$ cat config.mk
export PLATFORM = sky130hd
export DESIGN_NAME = fifo_write_arbiter
export DESIGN_NICKNAME = d
export VERILOG_FILES = /design/src/rtl/fifo_write_arbiter.sv
export SDC_FILE = /design/constraint.sdc
export NUM_CORES = 1
export LEC_CHECK = 0
export BUFFER_PORTS_ARGS = -buffer_cell sky130_fd_sc_hd__buf_2
export CAP_MARGIN = 20
export CORE_MARGIN = 10
export CORE_UTILIZATION = 45
export CTS_BUF_LIST = sky130_fd_sc_hd__clkbuf_8
export DETAILED_ROUTE_END_ITERATION = 8
export GPL_ROUTABILITY_DRIVEN = 0
export GPL_TIMING_DRIVEN = 0
export HOLD_SLACK_MARGIN = 0.15
export PLACE_DENSITY = 0.76
export REMOVE_ABC_BUFFERS = 1
export SYNTH_ARGS = -nofsm -noshare
export SYNTH_HDL_FRONTEND = slang
export SYNTH_SLANG_ARGS = --single-unit
$ cat constraint.sdc
create_clock -name i_clk -period 2.4 [get_ports i_clk]
set_clock_uncertainty 0.15 [all_clocks]
set_input_delay 0.12 -clock i_clk [delete_from_list [all_inputs] [get_ports i_clk]]
set_output_delay 0.12 -clock i_clk [all_outputs]
set_load 0.005 [all_outputs]
$ cat src/rtl/fifo_write_arbiter.sv
// Round-robin arbiter sharing one FIFO write port between NUM_WRITERS writers.
// A writer holds i_req and its data until its busy line drops for one cycle.
// That cycle carries the registered write strobe and the muxed data word.
module fifo_write_arbiter #(
    parameter int NUM_WRITERS = 4,
    parameter int DATA_WIDTH  = 8,
    localparam int IDW        = $clog2(NUM_WRITERS)
) (
    input  logic                              i_clk,
    input  logic                              i_reset,
    input  logic [NUM_WRITERS-1:0]            i_req,
    input  logic [NUM_WRITERS*DATA_WIDTH-1:0] i_data,
    output logic [NUM_WRITERS-1:0]            o_busy,
    input  logic                              i_fifo_full,
    output logic                              o_we,
    output logic [DATA_WIDTH-1:0]             o_data,
    output logic [IDW-1:0]                    o_grant_id,
    output logic [15:0]                       o_write_count
);

    typedef enum logic {IDLE, WRITE} state_t;

    state_t                  state_q, state_d;
    logic [NUM_WRITERS-1:0]  busy_q, busy_d;
    logic                    we_q, we_d;
    logic [DATA_WIDTH-1:0]   data_q, data_d;
    logic [IDW-1:0]          grant_q, grant_d;
    logic [IDW-1:0]          last_q, last_d;
    logic [15:0]             count_q, count_d;

    logic                    found;
    logic [IDW-1:0]          pick;

    // First requesting writer after the last winner, wrapping to writer 0.
    always_comb begin
        int idx;
        logic [IDW-1:0] sel;
        found = 1'b0;
        pick  = '0;
        idx   = 0;
        sel   = '0;
        for (int i = 1; i <= NUM_WRITERS; i++) begin
            idx = int'(last_q) + i;
            if (idx >= NUM_WRITERS) idx = idx - NUM_WRITERS;
            sel = IDW'(idx);
            if (!found && i_req[sel]) begin
                found = 1'b1;
                pick  = sel;
            end
        end
    end

    // Next state and registered outputs; WRITE always returns to IDLE so
    // consecutive grants are separated by one all-busy cycle.
    always_comb begin
        state_d = state_q;
        busy_d  = '1;
        we_d    = 1'b0;
        data_d  = data_q;
        grant_d = grant_q;
        last_d  = last_q;
        count_d = count_q;
        case (state_q)
            IDLE: begin
                if (found && !i_fifo_full) begin
                    busy_d[pick] = 1'b0;
                    we_d         = 1'b1;
                    data_d       = i_data[int'(pick)*DATA_WIDTH +: DATA_WIDTH];
                    grant_d      = pick;
                    last_d       = pick;
                    count_d      = count_q + 16'd1;
                    state_d      = WRITE;
                end
            end
            WRITE: state_d = IDLE;
            default: state_d = IDLE;
        endcase
    end

    // State registers; reset discards any grant being registered this edge.
    always_ff @(posedge i_clk) begin
        if (i_reset) begin
            state_q <= IDLE;
            busy_q  <= '1;
            we_q    <= 1'b0;
            data_q  <= '0;
            grant_q <= '0;
            last_q  <= IDW'(NUM_WRITERS - 1);
            count_q <= '0;
        end else begin
            state_q <= state_d;
            busy_q  <= busy_d;
            we_q    <= we_d;
            data_q  <= data_d;
            grant_q <= grant_d;
            last_q  <= last_d;
            count_q <= count_d;
        end
    end

    assign o_busy        = busy_q;
    assign o_we          = we_q;
    assign o_data        = data_q;
    assign o_grant_id    = grant_q;
    assign o_write_count = count_q;

endmodule

==> results of run 1 <==
-- through the flow --
| stage | hold WS [ns] | total power [mW] | utilization |
|---|---|---|---|
| 2_1_floorplan | 0.03907 | 0.7528 | - |
| 3_3_place_gp | 0.2754 | 0.8415 | 0.5598 |
| 4_1_cts | 0.1546 | 1.283 | 0.6674 |
| 5_1_grt | 0.2394 | 1.361 | 0.6775 |
| 3_5_place_dp | 0.2875 | 0.8465 | 0.5598 |
| 6_report | 0.1681 | 1.306 | 0.6775 |
-- placed cells by master, fill, tap and decap left out, types with 7 or more instances in the layout --
cell	netlist	final
a211oi_2	16	16
a31oi_1	8	8
buf_2	1	69
dfxtp_1	33	33
dlygate4sd3_1	0	32
inv_1	9	10
mux2i_1	8	8
nand2_1	11	11
nor2_1	22	22
nor3_1	7	7
o21bai_1	9	9
xnor2_1	8	8
-- path summary, 6_finish.rpt --
path,start,end,slack (ns),depth (start not counted)
worst min-delay path,i_fifo_full,state_q,0.17,4
worst min register to register,o_write_count[15],o_write_count[15],0.33,2
worst max-delay path,last_q[0],o_data[7],0.14,6
worst max register to register,last_q[0],o_data[7],0.14,6
-- cell usage after synthesis --
master,count
inv_1,9
nand4_4,1
and3_4,1
nand2_2,1
nand2_8,1
or2_0,1
buf_2,1
mux2i_1,8
or3_1,2
and4_1,1
a211oi_2,16
and2_4,1
nor4b_4,1
buf_6,4
ha_1,1
nand4_1,4
or2_2,1
o21ai_0,2
or4_4,1
nand2b_1,4
a21o_1,1
and2_1,1
dfxtp_1,33
a311o_2,1
xnor2_1,8
nand3_1,5
nor3b_1,1
o21bai_1,9
nor2_4,1
a31oi_1,8
xor2_1,5
o21ai_2,1
nor2_1,22
clkbuf_1,2
nand2_1,11
a21bo_2,1
a211o_1,1
a21oi_1,4
nor3_1,7
buf_8,2
-- metal layers --
layer / wire, µm / part of all wire
met2: 2855 / 0.52
met3: 382 / 0.069
met1: 2111 / 0.38
met4: 189 / 0.034
met5: 0 / 0
-- worst min-delay path, cell delays in order --
cell and delay, ns:
buf_2 0.09, nor2_1 0.07, nand2_2 0.18, nor2_1 0.08
-- registers in the layout, summed over array words and instances (netlist names) --
register	flops
o_busy	4
state_q	1
o_grant_id	2
o_data	8
last_q	2
o_write_count	16
-- cells by family after synthesis --
family,after synthesis
muxes,8
and+or+nand+nor,68
xor gates and xnor gates,13
buffers and inverters,18
AOI/OAI and AO/OA,44
adders and majority gates,1
DFF,33
-- power groups by stage --
stage	clock network [mW]	logic, mW	registers, mW
after CTS	0.402	0.289	0.592
final	0.396	0.316	0.594
after detailed placement	0	0.242	0.604
after global routing	0.423	0.341	0.596
after global placement	0	0.239	0.602
after floorplan	0	0.148	0.605
-- layout make-up --
type / count / area, µm² / area share
repair buffers: 106 / 703.2 / 0.2773
well taps: 48 / 60.06 / 0.02368
multi-input cells: 134 / 996.0 / 0.3927
clock inverters: 3 / 13.76 / 0.005427
clock buffers: 5 / 68.82 / 0.02713
inverters: 9 / 33.78 / 0.01332
flip-flops and latches: 33 / 660.6 / 0.2605
-- what timing repair did --
action | in CTS | in global routing
endpoints found under the setup margin | 0 | 5
setup buffers | 0 | 5
endpoints found under the hold margin | 17 | 0
hold buffers | 32 | 0
==> metrics.md, run 1 <==
| Metric | Value |
|---|---|
| Placeable Area | `between 3000 and 4000 µm²` |
| Required @ worst endpoint | `2.46 ns` |
| Clock root cell | `clkbuf_8` |
| Antenna violations before repair | `0` |
| Sw frac | `0.2859` |
| Main combinational cell family by area after synthesis | `simple AND/OR/NAND/NOR gates` |
| Gr usage total | `0.1550` |
| Setup TNS | `0 ns` |
| Synth Area in Simple Gates | `0.2224` |
| Multiplexer share of the synthesized area | `0.04504` |
| Worst vdd rail ir drop | `0.2714 mV` |
| Clk slew on worst S/H paths | `0.07 ns` |
| Dpl hpwl | `3428 µm` |
| Synthesized-area fraction occupied by adder cells | `0.007037` |
| Final hold violations | `0` |
| Internal | `approximately 930 µW` |
| Final Max Slew Viols | `0` |
| Seq/Total Area, Yosys | `0.3716` |
| DR WL/cell | `16.39 µm` |
| M1 GR Usage | `0.1690` |
| Unrepaired setup endpoints after global routing | `no` |
| Fin crit share | `0.9405` |
| Clock Path Buffers | `2` |
| Reg power frac | `0.454` |
| Chip width | `82.86 µm` |
| Fin cells | `about 340` |
| Comb pwr share | `0.242` |
| DR iter-0 viols | `132` |
| DP Worst Slack | `0.5159 ns` |
| Mean post-synth cell area | `9.611 µm²` |
| Compound-Gate Fraction of Synth Area | `0.2217` |
| Post-synth top area share | `0.3716` |
| CP most frequent cell | `a211oi_2` |
| Area leader, netlist | `dfxtp_1` |
| Vias per cell | `5.305` |
| Total grt overflow | `0` |
| Hold crit path type | `in -> reg` |
| Post-Synthesis Cells | `about 190` |
| First-pass GRT wire length | `between 8000 and 9000 µm` |
| Layout cells sized above 1 | `0.3759` |
| Crit path launch type | `flip-flop` |
| Sw Pwr | `about 370 µW` |
| Max_cap viols | `0` |
| Die area | `6865 µm²` |
| Arr. time, crit path | `between 2 and 2.5 ns` |
| #FFs+latches synth | `33` |
| Kind of cell adding the most delay to the critical path | `compound AO/OA/AOI/OAI gates` |
| CTS tree | `done` |
| Detailed Route WL | `5539 µm` |
| Area grow syn2layout | `42.65%` |
| Clock power frac | `0.303` |
| Drt pass-1 iters | `4` |
| Maximum clock rate | `0.4430 GHz` |
| Critical path class | `reg -> reg` |
| Post-route antenna net violation count | `0` |
| Fillers | `between 200 and 300` |
| Cell area after layout | `between 2000 and 3000 µm²` |
| Syn Std Cell Area | `1778 µm²` |
| Min Tclk post-route | `2.257 ns` |
| CP max stage delay | `~0.57 ns` |
| Grt met2 use | `0.2626` |
| Top cells by area, synth | `dfxtp_1, a211oi_2, nor2_1, mux2i_1, xnor2_1` |
| Netlist cell types | `40` |
| Largest net degree at the start of global routing | `31` |
| Status | `complete, no violations` |
| Ys Warns | `0` |
| Initial cell density of the core | `0.4749` |
| Placed Instance Area | `2096 µm²` |
| CTS Buf Count | `5` |
| Worst-skew pair later-pin latency | `0.28 ns` |
| Least-Margin Pin Slew | `0.5031 ns` |
| Buffers on Ports | `69` |
| Grt met3 use | `0.04395` |
| Row cnt | `22` |
| GRT busiest layer | `met2` |
| # H-tree levels | `2` |
| Leak | `1.148 nW` |
| Num ports | `70` |
| CP Cell Sequence | `nand2b_1 -> a21o_1 -> and3_4 -> a211oi_2 -> dlygate4sd3_1 -> a211oi_2` |
| XOR/XNOR share of the synthesized area | `0.06404` |
| Vias in the first global route | `1,808` |
| DR vias | `1,793` |
| Final setup violating endpoints | `0` |
| WP buf/inv | `1` |
| Die H | `82.86 µm` |
| Number of nets in the layout | `329` |
| PD cells | `515.1 nW/µm²` |
| Diodes inserted | `0` |
| Worst Setup End Kind | `flip-flop` |
| Final WS setup | `0.1428 ns` |
| Inst Count DP | `293` |
| DRC Markers | `0` |
| Crit-path max FO | `13` |
| Slew headroom | `0.6646` |
| # clock sinks | `33` |
| Max stage delay cell, worst path | `dlygate4sd3_1` |
| Cts repair resizes | `0` |
No activity file was read; power rests on OpenSTA's default activity.
==> run 2: changes to the inputs <==
- CORE_ASPECT_RATIO: unset -> 1.1
==> metrics.md, run 2 (synthesis gave the netlist of run 1 again) <==
| Metric | Value |
|---|---|
| Dpl hpwl | `3475 µm` |
| DR vias | `1,818` |
| Reg-to-reg setup timing slack | `0.14 ns` |
| Footprint of the multi-input gates | `997.2 µm²` |
| Vias in the first global route | `approximately 1,900` |
| Worst vdd rail ir drop | `0.3842 mV` |
| Chip width | `~80 µm` |
| Crit-path max FO | `15` |
| Final Max Slew Viols | `0` |
| # clock sinks | `33` |
| Utilization after layout | `0.6870` |
| Largest net degree at the start of global routing | `31` |
| DR WL/cell | `17.09 µm` |
| Area grow syn2layout | `44.55%` |
| Clk slew on worst S/H paths | `approximately 0.070 ns` |
| Clock Path Buffers | `2` |
| Buffers on Ports | `69` |
| Total grt overflow | `0` |
| Maximum clock rate | `0.4270 GHz` |
| Vias per cell | `5.347` |
| Fin crit share | `0.9759` |
| Slew headroom | `0.6327` |
| Row cnt | `23` |
| Num ports | `70` |
| R2r worst-path depth | `6` |
| Fillers | `~300` |
| Leak | `1.148 nW` |
| Least-Margin Pin Slew | `0.5510 ns` |
| CTS Buf Count | `5` |
| WHS | `0.1692 ns` |
| Hold depth | `5` |
| Commonest non-fill, non-tap cell in the layout | `buf_2` |
| Final hold violations | `0` |
| Max_cap viols | `0` |
| Die H | `85.93 µm` |
| Met2 WL | `between 3000 and 4000 µm` |
| Worst r2r dst | `o_data[2]` |
| Gr usage total | `0.1662` |
| Routed metal-1 wire length | `2110 µm` |
| CTS tree | `done` |
| Crit path launch type | `input pin` |
| Min Tclk post-route | `2.342 ns` |
| Hold EP | `o_data[0]` |
| Worst-skew pair later-pin latency | `around 0.29 ns` |
| Detailed Route WL | `5809 µm` |
| Final setup violating endpoints | `0` |
| Placeable Area | `3741 µm²` |
| Storage cell area | `660.6 µm²` |
| Layout cells sized above 1 | `0.3772` |
| Most frequent cells in the layout | `buf_2, dlygate4sd3_1, dfxtp_1` |
| Status | `complete, no violations` |
| Setup TNS | `0 ns` |
| Critical path class | `in -> reg` |
| Critical R2R Launch | `last_q[0]` |
| Total power draw | `1.443 mW` |
| Hold crit path type | `in -> reg` |
| Arr. time, crit path | `2.36 ns` |
| DRC Markers | `0` |
| PD cells | `around 560 nW/µm²` |
| First-pass GRT wire length | `8935 µm` |
| Number of nets in the layout | `328` |
| Required @ worst endpoint | `2.41 ns` |
| Initial cell density of the core | `0.4753` |
| Worst Setup End Kind | `flip-flop` |
| # H-tree levels | `2` |
| Clock root cell | `clkbuf_8` |
| Die area | `6868 µm²` |
| Post-route antenna net violation count | `0` |
| DR iter-0 viols | `between 90 and 100` |
| Met3 WL post-DR | `317 µm` |
| Hold_sp | `i_data[8]` |
| Drt pass-1 iters | `4` |
| Largest register FFs | `16` |
| Top Metal Used | `met4` |
| Antenna violations before repair | `1` |
==> run 2: changes by cell type in the layout (fill, tap and decap cells not counted), sizes merged <==
cell	delta
clkinvlp	+1
clkinv	-1
inv	-1
bufinv	+1
dlygate4sd3	+1
buf	-2
diode	+1
==> run 2: what timing repair did <==
action / 4_1_cts / 5_1_grt
endpoints found under the setup margin: 0 / 7
gates resized for setup: 0 / 1
hold endpoints to repair: 20 / 0
hold buffers: 33 / 0
setup buffers: 0 / 3
==> run 2: stage by stage <==
stage	area [µm²]	instances	setup slack (ns)
floorplan	1690	176	0.7045
global placement	2098	295	0.5583
detailed placement	2098	295	0.5039
CTS	2544	336	0.04205
global route	2570	340	-0.006502
finish	2570	340	0.05793
==> run 2: how the worst max path moves through the flow <==
stage / cells past startpoint / endpoint / startpoint / slack (ns)
6_report: 8 / o_data[2] / i_fifo_full / 0.06
5_1_grt: 8 / o_data[2] / i_fifo_full / -0.007
4_1_cts: 6 / o_data[7] / last_q[0] / 0.04
3_5_place_dp: 5 / o_write_count[15] / o_write_count[3] / 0.50
3_3_place_gp: 5 / o_data[0] / last_q[0] / 0.56
2_1_floorplan: 5 / o_write_count[15] / state_q / 0.70
==> run 2: area by class of cell <==
cell class,count,area share
Multi-Input combinational cell,134,0.3880
Timing Repair Buffer,105,0.2717
Sequential cell,33,0.2571
Clock buffer,5,0.02678
Tap cell,50,0.02434
Clock inverter,3,0.01801
Inverter,9,0.01315
Antenna cell,1,0.0009737
==> run 2: routing by layer <==
metal  vias to the layer above  global-route usage
met5                         -                   0
met4                         0              0.1282
met3                        28             0.04697
met2                        76              0.2893
met1                       857              0.1610
li1                        857                   -
==> run 2: critical path: stages <==
cell	delay [ns]
dlygate4sd3_1	0.55
buf_2	0.13
nor2_1	0.19
and2_4	0.34
nand2_8	0.12
a211oi_2	0.24
dlygate4sd3_1	0.62
a211oi_2	0.05
==> run 2: power breakdown <==
part           internal (mW)  leakage, nW  switching, mW
logic                  0.157        0.824          0.155
registers              0.575        0.270         0.0185
clock network          0.311       0.0544          0.226
total                   1.04         1.15          0.400
